--- config.mk ---
export PLATFORM = sky130hd
export DESIGN_NAME = muldiv_unit
export DESIGN_NICKNAME = d
export VERILOG_FILES = /design/src/rtl/muldiv_pkg.sv /design/src/rtl/muldiv_negate.sv /design/src/rtl/muldiv_unit.sv
export SDC_FILE = /design/constraint.sdc
export NUM_CORES = 1
export LEC_CHECK = 0
export ABC_AREA = 1
export CORE_ASPECT_RATIO = 2
export CORE_MARGIN = 2
export CORE_UTILIZATION = 57
export CTS_CLUSTER_SIZE = 8
export DETAILED_ROUTE_END_ITERATION = 10
export MAX_ROUTING_LAYER = met4
export PLACE_DENSITY = 0.82
export SYNTH_ARGS = -nofsm -noshare
export SYNTH_HDL_FRONTEND = slang
export SYNTH_SLANG_ARGS = --single-unit
export TNS_END_PERCENT = 5
--- constraint.sdc ---
create_clock -name clk -period 7.95 [get_ports clk]
set_input_delay 0.795 -clock clk [delete_from_list [all_inputs] [get_ports clk]]
set_output_delay 0.795 -clock clk [all_outputs]
set_load 0.1 [all_outputs]
--- src/rtl/muldiv_pkg.sv ---
`default_nettype none
// ============================================================================
// Module      : muldiv_pkg
// Description : Shared encodings for the iterative multiply/divide unit.
//               Op codes are also decoded by the controller, and the state
//               codes are also seen by the hazard unit.
// Revision    : 1.0 - initial release
// ============================================================================
package muldiv_pkg;

    // Operation encodings driven on muldiv_unit.op
    localparam logic [1:0] MD_MULT  = 2'b00;
    localparam logic [1:0] MD_MULTU = 2'b01;
    localparam logic [1:0] MD_DIV   = 2'b10;
    localparam logic [1:0] MD_DIVU  = 2'b11;

    // Sequencer state encodings. These carry an _S_ infix so they do not
    // collide with the op code MD_DIV.
    localparam logic [1:0] MD_S_IDLE = 2'd0;
    localparam logic [1:0] MD_S_MUL  = 2'd1;
    localparam logic [1:0] MD_S_DIV  = 2'd2;
    localparam logic [1:0] MD_S_FIX  = 2'd3;

endpackage
`default_nettype wire

--- src/rtl/muldiv_negate.sv ---
`default_nettype none
// ============================================================================
// Module      : muldiv_negate
// Description : Conditional two's complement, o_y = i_en ? -i_x : i_x.
//               This module computes operand magnitudes and applies the
//               result sign fix-up.
// Ports       : i_en  - negate enable
//               i_x   - input value  (WIDTH)
//               o_y   - output value (WIDTH)
// Revision    : 1.0 - initial release
// ============================================================================
module muldiv_negate #(
    parameter int WIDTH = 32
) (
    input  logic             i_en,
    input  logic [WIDTH-1:0] i_x,
    output logic [WIDTH-1:0] o_y
);

    localparam logic [WIDTH-1:0] c_ONE = WIDTH'(1);

    assign o_y = i_en ? (~i_x + c_ONE) : i_x;

endmodule
`default_nettype wire

--- src/rtl/muldiv_unit.sv ---
`default_nettype none
// ============================================================================
// Module      : muldiv_unit
// Description : Iterative multiply/divide unit with HI/LO registers.
//               MUL uses shift-add and retires MUL_STEP multiplier bits per
//               cycle. DIV uses restoring division and retires 1 bit per
//               cycle. Both operations work on magnitudes, and a FIX cycle
//               applies the signs and writes HI/LO.
// Ports       : clk, reset (async, active-high)
//               start/op/a/b - launch operation (accepted only in IDLE)
//               cancel       - abort in-flight operation
//               hiwe/lowe/wdata - MTHI/MTLO (IDLE only)
//               busy, done, hi, lo
// Revision    : 1.0 - initial release
// ============================================================================
module muldiv_unit
    import muldiv_pkg::*;
#(
    parameter int WIDTH    = 32,
    parameter int MUL_STEP = 4    // must divide WIDTH and be smaller than it
) (
    input  logic             clk,
    input  logic             reset,
    input  logic             start,
    input  logic [1:0]       op,
    input  logic [WIDTH-1:0] a,
    input  logic [WIDTH-1:0] b,
    input  logic             cancel,
    input  logic             hiwe,
    input  logic             lowe,
    input  logic [WIDTH-1:0] wdata,
    output logic             busy,
    output logic             done,
    output logic [WIDTH-1:0] hi,
    output logic [WIDTH-1:0] lo
);

    localparam int c_CNT_W = $clog2(WIDTH + 1);
    localparam logic [c_CNT_W-1:0] c_MUL_ITERS = c_CNT_W'(WIDTH / MUL_STEP);
    localparam logic [c_CNT_W-1:0] c_DIV_ITERS = c_CNT_W'(WIDTH);
    localparam logic [c_CNT_W-1:0] c_CNT_ONE   = c_CNT_W'(1);

    logic [1:0]         r_state;
    logic [1:0]         w_stateNext;
    logic               r_busy;
    logic               r_done;
    logic [WIDTH-1:0]   r_hi;
    logic [WIDTH-1:0]   r_lo;
    // These registers form a shared accumulator. In MUL, {hiAcc,loAcc} is
    // the partial product, and the multiplier shifts out of loAcc. In DIV,
    // hiAcc holds the partial remainder. The dividend shifts out of loAcc,
    // and quotient bits shift into it.
    logic [WIDTH-1:0]   r_hiAcc;
    logic [WIDTH-1:0]   r_loAcc;
    logic [WIDTH-1:0]   r_opnd;     // multiplicand magnitude or divisor magnitude
    logic [c_CNT_W-1:0] r_count;
    logic               r_isDiv;
    logic               r_negRes;
    logic               r_negRem;
    logic               r_divZero;

    logic               w_opSigned;
    logic               w_opDiv;
    logic               w_launch;
    logic               w_lastIter;
    logic [WIDTH-1:0]   w_absA;
    logic [WIDTH-1:0]   w_absB;

    // op[0] marks the unsigned variants, and op[1] marks the divides.
    assign w_opSigned = ~op[0];
    assign w_opDiv    = op[1];
    assign w_launch   = (r_state == MD_S_IDLE) && start && !cancel;
    assign w_lastIter = (r_count == c_CNT_ONE);

    muldiv_negate #(.WIDTH(WIDTH)) u_absA (
        .i_en (w_opSigned & a[WIDTH-1]),
        .i_x  (a),
        .o_y  (w_absA)
    );

    muldiv_negate #(.WIDTH(WIDTH)) u_absB (
        .i_en (w_opSigned & b[WIDTH-1]),
        .i_x  (b),
        .o_y  (w_absB)
    );

    // One multiplier step: add multiplicand * digit to the upper half, then
    // shift the whole product right by MUL_STEP.
    logic [WIDTH+MUL_STEP-1:0] w_mulPart;
    logic [WIDTH+MUL_STEP-1:0] w_mulSum;
    logic [2*WIDTH-1:0]        w_prodNext;

    assign w_mulPart  = {{MUL_STEP{1'b0}}, r_opnd} *
                        {{WIDTH{1'b0}}, r_loAcc[MUL_STEP-1:0]};
    assign w_mulSum   = {{MUL_STEP{1'b0}}, r_hiAcc} + w_mulPart;
    assign w_prodNext = {w_mulSum, r_loAcc[WIDTH-1:MUL_STEP]};

    // One restoring-division step. The shifted remainder needs WIDTH+1 bits,
    // because it can reach almost twice the divisor.
    logic [WIDTH:0]   w_divShift;
    logic             w_divGe;
    logic [WIDTH-1:0] w_divDiff;

    assign w_divShift = {r_hiAcc, r_loAcc[WIDTH-1]};
    assign w_divGe    = (w_divShift >= {1'b0, r_opnd});
    assign w_divDiff  = w_divShift[WIDTH-1:0] - r_opnd;

    // Sign fix-up of the results
    logic [2*WIDTH-1:0] w_prodFix;
    logic [WIDTH-1:0]   w_quotFix;
    logic [WIDTH-1:0]   w_remFix;

    muldiv_negate #(.WIDTH(2*WIDTH)) u_fixProd (
        .i_en (r_negRes),
        .i_x  ({r_hiAcc, r_loAcc}),
        .o_y  (w_prodFix)
    );

    muldiv_negate #(.WIDTH(WIDTH)) u_fixQuot (
        .i_en (r_negRes),
        .i_x  (r_loAcc),
        .o_y  (w_quotFix)
    );

    muldiv_negate #(.WIDTH(WIDTH)) u_fixRem (
        .i_en (r_negRem),
        .i_x  (r_hiAcc),
        .o_y  (w_remFix)
    );

    // State register
    always_ff @(posedge clk or posedge reset) begin
        if (reset) begin
            r_state <= MD_S_IDLE;
        end else begin
            r_state <= w_stateNext;
        end
    end

    // Next-state logic. A cancel in any busy state, including FIX, returns
    // to IDLE without writing HI/LO.
    always_comb begin
        w_stateNext = r_state;
        case (r_state)
            MD_S_IDLE: begin
                if (w_launch) begin
                    w_stateNext = w_opDiv ? MD_S_DIV : MD_S_MUL;
                end
            end
            MD_S_MUL, MD_S_DIV: begin
                if (cancel) begin
                    w_stateNext = MD_S_IDLE;
                end else if (w_lastIter) begin
                    w_stateNext = MD_S_FIX;
                end
            end
            MD_S_FIX: begin
                w_stateNext = MD_S_IDLE;
            end
            default: begin
                w_stateNext = MD_S_IDLE;
            end
        endcase
    end

    // Datapath and output registers
    always_ff @(posedge clk or posedge reset) begin
        if (reset) begin
            r_busy    <= 1'b0;
            r_done    <= 1'b0;
            r_hi      <= '0;
            r_lo      <= '0;
            r_hiAcc   <= '0;
            r_loAcc   <= '0;
            r_opnd    <= '0;
            r_count   <= '0;
            r_isDiv   <= 1'b0;
            r_negRes  <= 1'b0;
            r_negRem  <= 1'b0;
            r_divZero <= 1'b0;
        end else begin
            r_busy <= (w_stateNext != MD_S_IDLE);
            r_done <= 1'b0;
            case (r_state)
                MD_S_IDLE: begin
                    if (hiwe) r_hi <= wdata;
                    if (lowe) r_lo <= wdata;
                    if (w_launch) begin
                        r_hiAcc   <= '0;
                        r_opnd    <= w_opDiv ? w_absB : w_absA;
                        r_loAcc   <= w_opDiv ? w_absA : w_absB;
                        r_count   <= w_opDiv ? c_DIV_ITERS : c_MUL_ITERS;
                        r_isDiv   <= w_opDiv;
                        r_negRes  <= w_opSigned & (a[WIDTH-1] ^ b[WIDTH-1]);
                        r_negRem  <= w_opSigned & a[WIDTH-1];
                        r_divZero <= (b == '0);
                    end
                end
                MD_S_MUL: begin
                    r_hiAcc <= w_prodNext[2*WIDTH-1:WIDTH];
                    r_loAcc <= w_prodNext[WIDTH-1:0];
                    r_count <= r_count - c_CNT_ONE;
                end
                MD_S_DIV: begin
                    r_hiAcc <= w_divGe ? w_divDiff : w_divShift[WIDTH-1:0];
                    r_loAcc <= {r_loAcc[WIDTH-2:0], w_divGe};
                    r_count <= r_count - c_CNT_ONE;
                end
                MD_S_FIX: begin
                    if (!cancel) begin
                        if (r_isDiv) begin
                            // A zero divisor produces a remainder equal to the
                            // dividend on its own. Only the quotient needs an
                            // override.
                            r_hi <= w_remFix;
                            r_lo <= r_divZero ? '1 : w_quotFix;
                        end else begin
                            r_hi <= w_prodFix[2*WIDTH-1:WIDTH];
                            r_lo <= w_prodFix[WIDTH-1:0];
                        end
                        r_done <= 1'b1;
                    end
                end
                default: begin
                end
            endcase
        end
    end

    assign busy = r_busy;
    assign done = r_done;
    assign hi   = r_hi;
    assign lo   = r_lo;

endmodule
`default_nettype wire

# Word-level counts from Yosys, hierarchy flattened
# Index checks and enable logic that the tools add are counted.
dict set report word_totals {
  reg_bits 174
  latchBits 0
  ramBits 0
  mem_bits_ro 0
  in_bits 104
  out_inout_bits 66
  wordCells 87
  memories 0
}
dict set report op_classes {
  add_sub_neg 8
  n_mul 1
  div 0
  n_lt_le_gt_ge 1
  eq_ne 8
  n_shift 0
  n_mux 31
  bitwise_logic 10
  n_reduce_logical 15
}
# operator n
set ops {}
lappend ops {{two-way mux 32 bit} 16}
lappend ops {{one-hot mux 32 bit (3 select lines)} 2}
lappend ops {{adder 32 x 1 -> 32 bit, second input constant} 4}
lappend ops {{inverter 32 bit} 4}
lappend ops {{one-hot mux 32 bit (2 select lines)} 2}
lappend ops {{adder 64 x 1 -> 64 bit, second input constant} 1}
lappend ops {{two-way mux 64 bit} 1}
lappend ops {{inverter 64 bit} 1}
lappend ops {{adder 32 x 36 -> 36 bit} 1}
lappend ops {{multiplier 32 x 4 -> 36 bit} 1}
lappend ops {{greater-or-equal comparator 33 x 32 -> 1 bit} 1}
lappend ops {{logical NOT 32 bit} 1}
lappend ops {{subtractor 32 bit} 1}
lappend ops {{two-way mux 6 bit} 2}
lappend ops {{one-hot mux 6 bit (2 select lines)} 1}
lappend ops {{two-way mux 2 bit} 4}
lappend ops {{inequality test 2 bit, second input constant} 4}
lappend ops {{equality test 6 x 1 -> 1 bit, second input constant} 1}
lappend ops {{one-hot mux 2 bit (3 select lines)} 1}
lappend ops {{AND reduction 2 bit} 3}
lappend ops {{AND reduction 3 bit} 2}
lappend ops {{nonzero test 2 bit} 3}
lappend ops {{subtractor 6 x 1 -> 6 bit, second input constant} 1}
lappend ops {{equality test 2 bit, second input constant} 2}
lappend ops {{10 further kinds} 14}

# Logic depth before layout (Yosys ltp)
# Gate-level depths: netlist (run 1).
dict set report depth {
  ltp_word 7
  depth_mapped 25
  mapped_depth_nobuf 23
}

# By module
# Synthesis (run 1) repeated with hierarchy kept, for this count alone.
dict set report unflattened {
  cells_unflattened 4170
  area_unflattened_um2 24683.7
}
# mod instances cells_each area_per_inst_um2 seq_area_each_um2
set modules_own_cells {}
lappend modules_own_cells {muldiv_unit 1 2764 17783.3 4354.2}
lappend modules_own_cells {{muldiv_negate (u_absA ...)} 4 227 1108.6 0.0}
lappend modules_own_cells {{muldiv_negate (u_fixProd)} 1 498 2466.1 0.0}

# Worst setup path after synthesis (run 1)
# No wires, ideal clock.
dict set report synth_path {
  path_type {reg-to-reg}
  start {register r_loAcc[2]}
  end {register r_hiAcc[22]}
  setup_time_ns 0.117
  arrival_time_ns 3.799
  setup_slack_ns 4.034
  stages_incl_launch_ff 24
  path_buffers 2
  period_less_slack_ns 3.916
  cell_sequence {dfrtp_1 buf_2 clkbuf_1 nand2_1 inv_1 fa_1 fa_1 inv_1 fa_1 inv_1 ha_1 nand2_1 inv_1 nand3_1 nor2_1 nor2_1 o21ai_0 nand2_1 nand3_1 nand2_1 nand3_1 nand2_1 nand2_1 nand2_1}
}
dict set report synth_between {
  elab_chain_cells 3
}
# element line
set synth_lines {}
lappend synth_lines {{start: declaration} muldiv_unit.sv:54} ;# logic [WIDTH-1:0] r_loAcc;
lappend synth_lines {{start signal: assignment} muldiv_unit.sv:191} ;# r_loAcc <= w_opDiv ? w_absA : w_absB;
lappend synth_lines {{start signal: assignment} muldiv_unit.sv:201} ;# r_loAcc <= w_prodNext[WIDTH-1:0];
lappend synth_lines {{start signal: assignment} muldiv_unit.sv:206} ;# r_loAcc <= {r_loAcc[WIDTH-2:0], w_divGe};
lappend synth_lines {{multiplier 32 x 4 -> 36 bit} muldiv_unit.sv:93} ;# assign w_mulPart = {{MUL_STEP{1'b0}}, r_opnd} *
lappend synth_lines {{adder 32 x 36 -> 36 bit} muldiv_unit.sv:95} ;# assign w_mulSum = {{MUL_STEP{1'b0}}, r_hiAcc} + w_mulPart;
lappend synth_lines {{one-hot mux 32 bit (3 select lines)} muldiv_unit.sv:184} ;# case (r_state)
lappend synth_lines {{end signal: assignment} muldiv_unit.sv:200} ;# r_hiAcc <= w_prodNext[2*WIDTH-1:WIDTH];
lappend synth_lines {{end signal: assignment} muldiv_unit.sv:205} ;# r_hiAcc <= w_divGe ? w_divDiff : w_divShift[WIDTH-1:0];
lappend synth_lines {{end: declaration} muldiv_unit.sv:53} ;# logic [WIDTH-1:0] r_hiAcc;
# No other way between the ends.
# A chain may end at the register's enable or synchronous reset.

# Final worst setup path (run 1)
dict set report layout_path {
  start {register r_loAcc[2]}
  end {register r_hiAcc[26]}
}
# The elaborated chain is that of the path after synthesis.

==> results of run 1 <==
==> critical path, stage by stage (launching register included) <==
cell,delay [ns]
dfrtp_1,0.41
buf_4,0.38
nand2_1,0.09
inv_1,0.09
fa_1,0.45
fa_1,0.55
inv_1,0.05
fa_1,0.49
inv_1,0.04
ha_1,0.36
nand2_1,0.10
inv_1,0.08
nand3_1,0.16
nor2_1,0.17
nor2_1,0.09
o21ai_0,0.56
nand2_1,0.15
nand2_1,0.09
nand2_1,0.05
nand3_1,0.07
nand2_1,0.07
nand2_1,0.06
nand2_1,0.06
==> state kept, by name, summed over array words and instances (netlist names), 2 cells and up <==
register,count
lo,32
hi,32
r_state,2
r_loAcc,32
r_hiAcc,32
r_opnd,32
r_count,6
==> cells in the final DEF, fill, tap and decap left out, drive strengths merged, types with 8 or more instances in the layout <==
cell type | synthesis | layout
nand3b | 22 | 22
nand3 | 314 | 314
fa | 92 | 92
a21oi | 184 | 184
o22ai | 36 | 36
or2 | 14 | 14
a31oi | 14 | 14
nor3 | 38 | 38
xor2 | 41 | 41
dfrtp | 174 | 174
ha | 87 | 87
buf | 40 | 25
inv | 676 | 684
nand2 | 1227 | 1227
o21bai | 11 | 11
o21ai | 117 | 117
o221ai | 8 | 8
o211ai | 31 | 31
clkinv | 3 | 9
clkbuf | 71 | 17
clkdlybuf4s50 | 0 | 169
nand4 | 38 | 38
nor2 | 367 | 367
xnor2 | 20 | 20
==> final cells by class <==
class	instances	area, µm²	area share (%)
Multi-Input combinational cell	2692	14400	59.1
Timing Repair Buffer	194	1880	7.71
Clock inverter	15	169	0.693
Tap cell	463	579	2.38
Antenna cell	4	10.0	0.0411
Inverter	679	2550	10.5
Sequential cell	174	4350	17.9
Clock buffer	17	425	1.75
==> Yosys cell counts, types with 2 or more instances <==
library cell  instances  area [µm²]
nand2_1            1213        4550
o21bai_1             10        75.1
o211ai_1             31         233
o21ai_0             102         510
a21o_1                3        22.5
nand4_1              38         238
xnor2_1              20         175
nor2_1              343        1290
a22oi_1               4        30.0
a31oi_1              14        87.6
buf_1                13        48.8
nand2_2              12        75.1
buf_4                 2        15.0
fa_1                 92        1840
clkbuf_1             71         267
nand3b_1             22         165
clkinv_1              3        11.3
o221ai_1              8        70.1
o21ai_1              13        65.1
nand3_1             303        1520
nor2_2               18         113
or2_2                13        81.3
nor3_2                3        30.0
o22ai_1              36         225
nand3_2              11         110
buf_2                21         105
nor2_4                5        56.3
buf_6                 3        33.8
nor4_1                7        43.8
nor3_1               35         175
inv_1               665        2500
a221oi_1              2        17.5
and2_1                3        18.8
o21ai_2               2        17.5
xor2_1               41         359
o31ai_1               4        30.0
ha_1                 87        1090
dfrtp_1             174        4350
a21oi_1             183         916
inv_2                11        41.3
==> path summary, 6_finish.rpt <==
check | startpoint | end | depth (start not counted)
min in group asynchronous | reset | r_hiAcc[4]$_DFFE_PP0P_ | 2
setup reg to reg | r_loAcc[2]$_DFFE_PP0P_ | r_hiAcc[26]$_DFFE_PP0P_ | 22
hold reg to reg | lo[20]$_DFFE_PP0P_ | lo[20]$_DFFE_PP0P_ | 2
max in group asynchronous | reset | busy$_DFF_PP0_ | 3
hold / removal | lo[20]$_DFFE_PP0P_ | lo[20]$_DFFE_PP0P_ | 2
setup / recovery | r_loAcc[2]$_DFFE_PP0P_ | r_hiAcc[26]$_DFFE_PP0P_ | 22
==> per-stage QoR <==
| stage | hold WS, ns | instances | setup WS [ns] |
|---|---|---|---|
| global route | 0.506 | 4238 | 2.99 |
| floorplan | 0.447 | 3656 | 2.44 |
| detailed placement | 0.472 | 4202 | 3.37 |
| CTS | 0.491 | 4234 | 3.37 |
| global placement | 0.464 | 4202 | 3.49 |
| finish | 0.487 | 4238 | 3.24 |
==> kinds of logic after synthesis <==
| family | after synthesis | share of synthesized area [%] |
|---|---|---|
| AOI/OAI and AO/OA | 421 | 11.0 |
| and+or+nand+nor | 2031 | 39.2 |
| xor gates and xnor gates | 61 | 2.45 |
| DFF | 174 | 20.0 |
| adders and majority gates | 179 | 13.5 |
| buffers and inverters | 790 | 13.9 |
==> metal layers <==
metal,track usage [%],vias up
met1,48.6,11600
met3,13.5,717
met4,56.5,0
li1,-,11600
met2,80.8,1644
met5,-,-
==> results.yml, run 1 <==
cts:
  post_cts_buffers: 0
  cts.sinks: 174
  cts_resized: 0
  clkSlewWorstSetupHoldPaths_ns: 0.08
  clk_latency_ns: 0.49
  hold_buffers: 0
  cts_tree: "built"
  htree_levels: 4
  ctsRootBufferMaster: "clkbuf_16"
  ctsLongestPathBuffers: 2
  cts_inserted_buffers: 17
floorplanning:
  die_w_um: 142
  io_pins: 170
  core.rowCount: 101
  start_util_pct: 57.6
  die_y_um: 280
  dieArea_um2: 39900
  fp.coreArea_um2: 37800
finish:
  area_growth_pct: 11.9
  fin_nets: 4041
  drive_gt1_share_pct: 3.74
  fin_util_pct: 64.5
  final_area_um2: 24400
  fillCellCount: 3744
route:
  met2WireLength_mm: 45.4
  wl_met1_mm: 30.4
  first_iter_violations: 2665
  wl_met3_mm: 9.60
  top_layer: "met4"
  wl_mm: 99.7
  first_pass_iters: 9
  ant_nets: 0
  num_vias: 25500
  viasPerCell: 6.02
  drc: 0
  wl_per_cell_um: 23.5
worst_setup_path:
  critical_path_class: "register to register"
  crit_arrival_ns: 5.08
  crit_path_start_kind: "register"
  r2r_setup_slack_ns: 3.24
  end_kind: "register"
  worstPathMaxFanout: 32
  required_ns: 8.31
synth:
  synth_edf_count: 0
  synthArstFlopShare_pct: 100
  ys_seq_area_share_pct: 20.0
  ys_ff_latch: 174
  synth.yosys.warnings: 0
  post_synth.cell_area_avg_um2: 5.95
  syn-instance-count: 3656
  syn_area_um2: 21800
  synth_fp_nets: 3939
  synth.distinct_cells: 55
  ys_dominant_reg_cell: "dfrtp_1"
timing:
  setup_viol: 0
  fin_worst_skew_ns: 0.0273
  slew_viol_final: 0
  finalHoldViolations: 0
  worstMarginPinSlew_ns: 1.26
  fin_tns_setup_ns: 0
  slew_headroom_pct: 15.9
  period_needed_ns: 4.71
  rsz0062_at_grt: "no"
  fmax_mhz: 212
  finalCritPeriodShare_pct: 59.3
place:
  dpl.hpwl_mm: 78.7
  port_buffers: 169
  postPlaceCellArea_um2: 23800
  gp_congestion: 1.17
global_routing:
  grt_pass1_wl_mm: 147
  grt_max_degree: 102
  overflow: 0
  grt_usage_pct: 51.8
  grt_pass1_vias: 24800
  antenna_found_initial: 4
outcome:
  status: "finished clean"
hold_path:
  hold_class: "register to register"
job:
  maxCapViolations: 0
Power of run 1 is left out: the tool's default activity adds up to more than one toggle a clock period on the data nets, which glitch-free logic cannot reach.
==> inputs of run 2 (changes only) <==
Settings changed: CORE_UTILIZATION 57 to 55, PLACE_DENSITY 0.82 to 0.83.
Clock period 7.95 ns to 4.2 ns, I/O delays scaled along.
==> run 2 against run 1 <==
  * The run now ends with negative setup slack left
  * Core utilization up 1.0 points
  * Count of clock-buffer cells in the layout did not move
  * Final cell count up 3.2%
  * Sequential cell count unchanged
  * Global-route usage decreased by 0.65 points
  * Sequential share of layout area shrank 0.95 points
  * Cell area is 5.7% higher
  * Worst hold slack worse by 0.076 ns
  * Non-clock buffer count is 73 higher
  * First-iteration DRC count grew 6.4%
  * Largest cell class unchanged
  * Wire length up 4.0%
  * Maximum frequency up 6.4%
==> results.yml, run 2 (synthesis results as in run 1) <==
worst_setup_path:
  path_cells: "buf_12 > clkbuf_16 > nand2_1 > inv_1 > fa_1 > fa_1 > inv_1 > fa_1 > inv_1 > ha_4 > nand2_1 > nor2_1 > inv_1 > nor2_2 > nand3_2 > nand2_1 > nand2_1 > nand3_1 > nand2_1 > nand2_1 > nand2_1"
  crit_arrival_ns: 4.81
  required_ns: 4.58
  end_kind: "register"
  cpMostUsedCell: "nand2_1"
  slowest_delay_ns: 0.60
  critical_path_class: "register to register"
  crit_slowest_cell: "fa_1"
  crit_path_start_kind: "register"
  worstPathMaxFanout: 16
outcome:
  violations: "negative setup slack"
  status: "finished with violations"
route:
  num_vias: 26100
  wl_per_cell_um: 23.7
  first_pass_iters: 8
  first_iter_violations: 2835
  viasPerCell: 5.97
  wl_mm: 104
  ant_nets: 0
  drc: 0
timing:
  setup_viol: 2
  slew_headroom_pct: 20.6
  slew_viol_final: 0
  whs_ns: 0.411
  rsz0062_at_grt: "yes"
  finalHoldViolations: 0
  period_needed_ns: 4.43
  postLayoutSetupSlackWorst_ns: -0.229
  fmax_mhz: 226
  fin_worst_skew_ns: 0.0159
  worstMarginPinSlew_ns: 1.19
  finalCritPeriodShare_pct: 105
  fin_tns_setup_ns: -0.325
hold_path:
  hold_class: "input pin to async pin"
cts:
  htree_levels: 4
  ctsRootBufferMaster: "clkbuf_16"
  cts_tree: "built"
  clk_latency_ns: 0.49
  clkSlewWorstSetupHoldPaths_ns: 0.08
  cts_inserted_buffers: 17
  ctsLongestPathBuffers: 2
  hold_buffers: 0
  cts.sinks: 174
floorplanning:
  die_y_um: 285
  dieArea_um2: 41300
  core.rowCount: 103
  fp.coreArea_um2: 39300
  io_pins: 170
  start_util_pct: 55.4
  die_w_um: 145
finish:
  area_growth_pct: 18.3
  mostFrequentLayoutCell: "nand2_1"
  drive_gt1_share_pct: 8.51
  fin_nets: 4114
  final_area_um2: 25700
  fillCellCount: 3642
  mostFrequentLayoutCells: "nand2_1 (1,185), inv_1 (659), nor2_1 (321)"
global_routing:
  overflow: 0
  antenna_found_initial: 4
  grt_max_degree: 107
  grt_usage_pct: 51.1
  grt_pass1_wl_mm: 149
  grt_pass1_vias: 24900
place:
  port_buffers: 169
  dpl.hpwl_mm: 80.9
  postPlaceCellArea_um2: 24400
  gp_congestion: 1.15
job:
  maxCapViolations: 0
run 2: cell types whose count changed in the layout (fill, tap and decap cells not counted), moves of 18 or more:
cell and delta:
a21oi_2 +18, nor2_1 -20, nand2_2 +23, buf_4 +64
ha_1 -28, a21oi_1 -18, ha_4 +24, nand2_1 -28
run 2: stage by stage:
| stage | setup slack, ns | util (%) | cells |
|---|---|---|---|
| finish | -0.229 | 65.5 | 4373 |
| global route | -0.391 | 65.5 | 4373 |
| CTS | -0.0114 | 63.6 | 4361 |
| detailed placement | -0.0309 | 62.1 | 4329 |
| global placement | 0.0487 | 62.1 | 4329 |
| floorplan | 0.284 | - | 3656 |
run 2: worst paths after layout:
check | slack [ns] | cells past startpoint | startpoint | endpoint
max | -0.23 | 21 | r_loAcc[1]$_DFFE_PP0P_ | r_hiAcc[24]$_DFFE_PP0P_
min | 0.41 | 3 | reset | lo[17]$_DFFE_PP0P_
max reg2reg | -0.23 | 21 | r_loAcc[1]$_DFFE_PP0P_ | r_hiAcc[24]$_DFFE_PP0P_
min reg2reg | 0.50 | 2 | lo[18]$_DFFE_PP0P_ | lo[18]$_DFFE_PP0P_
max in group asynchronous | 3.17 | 3 | reset | r_opnd[30]$_DFFE_PP0P_
min in group clk | 0.50 | 2 | lo[18]$_DFFE_PP0P_ | lo[18]$_DFFE_PP0P_
run 2: per-layer routing:
metal / vias up / part of all wire [%] / GRT usage (%)
met4: 0 / 14 / 53.0
li1: 11800 / - / -
met2: 1750 / 45 / 79.3
met1: 11800 / 30 / 48.6
met3: 763 / 10 / 13.8
met5: - / 0 / -
run 2: final cells by class:
cell class | instances | area, µm² | share of cell area [%]
Antenna cell | 4 | 10.0 | 0.0389
Clock buffer | 17 | 425 | 1.65
Clock inverter | 15 | 171 | 0.666
Inverter | 679 | 2550 | 9.92
Multi-Input combinational cell | 2692 | 15000 | 58.4
Sequential cell | 174 | 4360 | 16.9
Tap cell | 525 | 657 | 2.55
Timing Repair Buffer | 267 | 2540 | 9.89
run 2: critical path: cells and delay by family, from the launching register on:
family | cells | cell delay (ns)
AND/OR/NAND/NOR | 11 | 1.36
adder cells (fa/ha/maj) | 4 | 1.88
flip-flops | 1 | 0.46
buffers and inverters | 6 | 0.62
run 2: repair_timing:
action	in CTS	in global routing
hold endpoints to repair	0	0
gates cloned	0	1
pin swaps	0	29
endpoints found under the setup margin	8	30
buffers inserted	0	7
resized for setup	6	144
Power of run 2 is left out for the same reason.
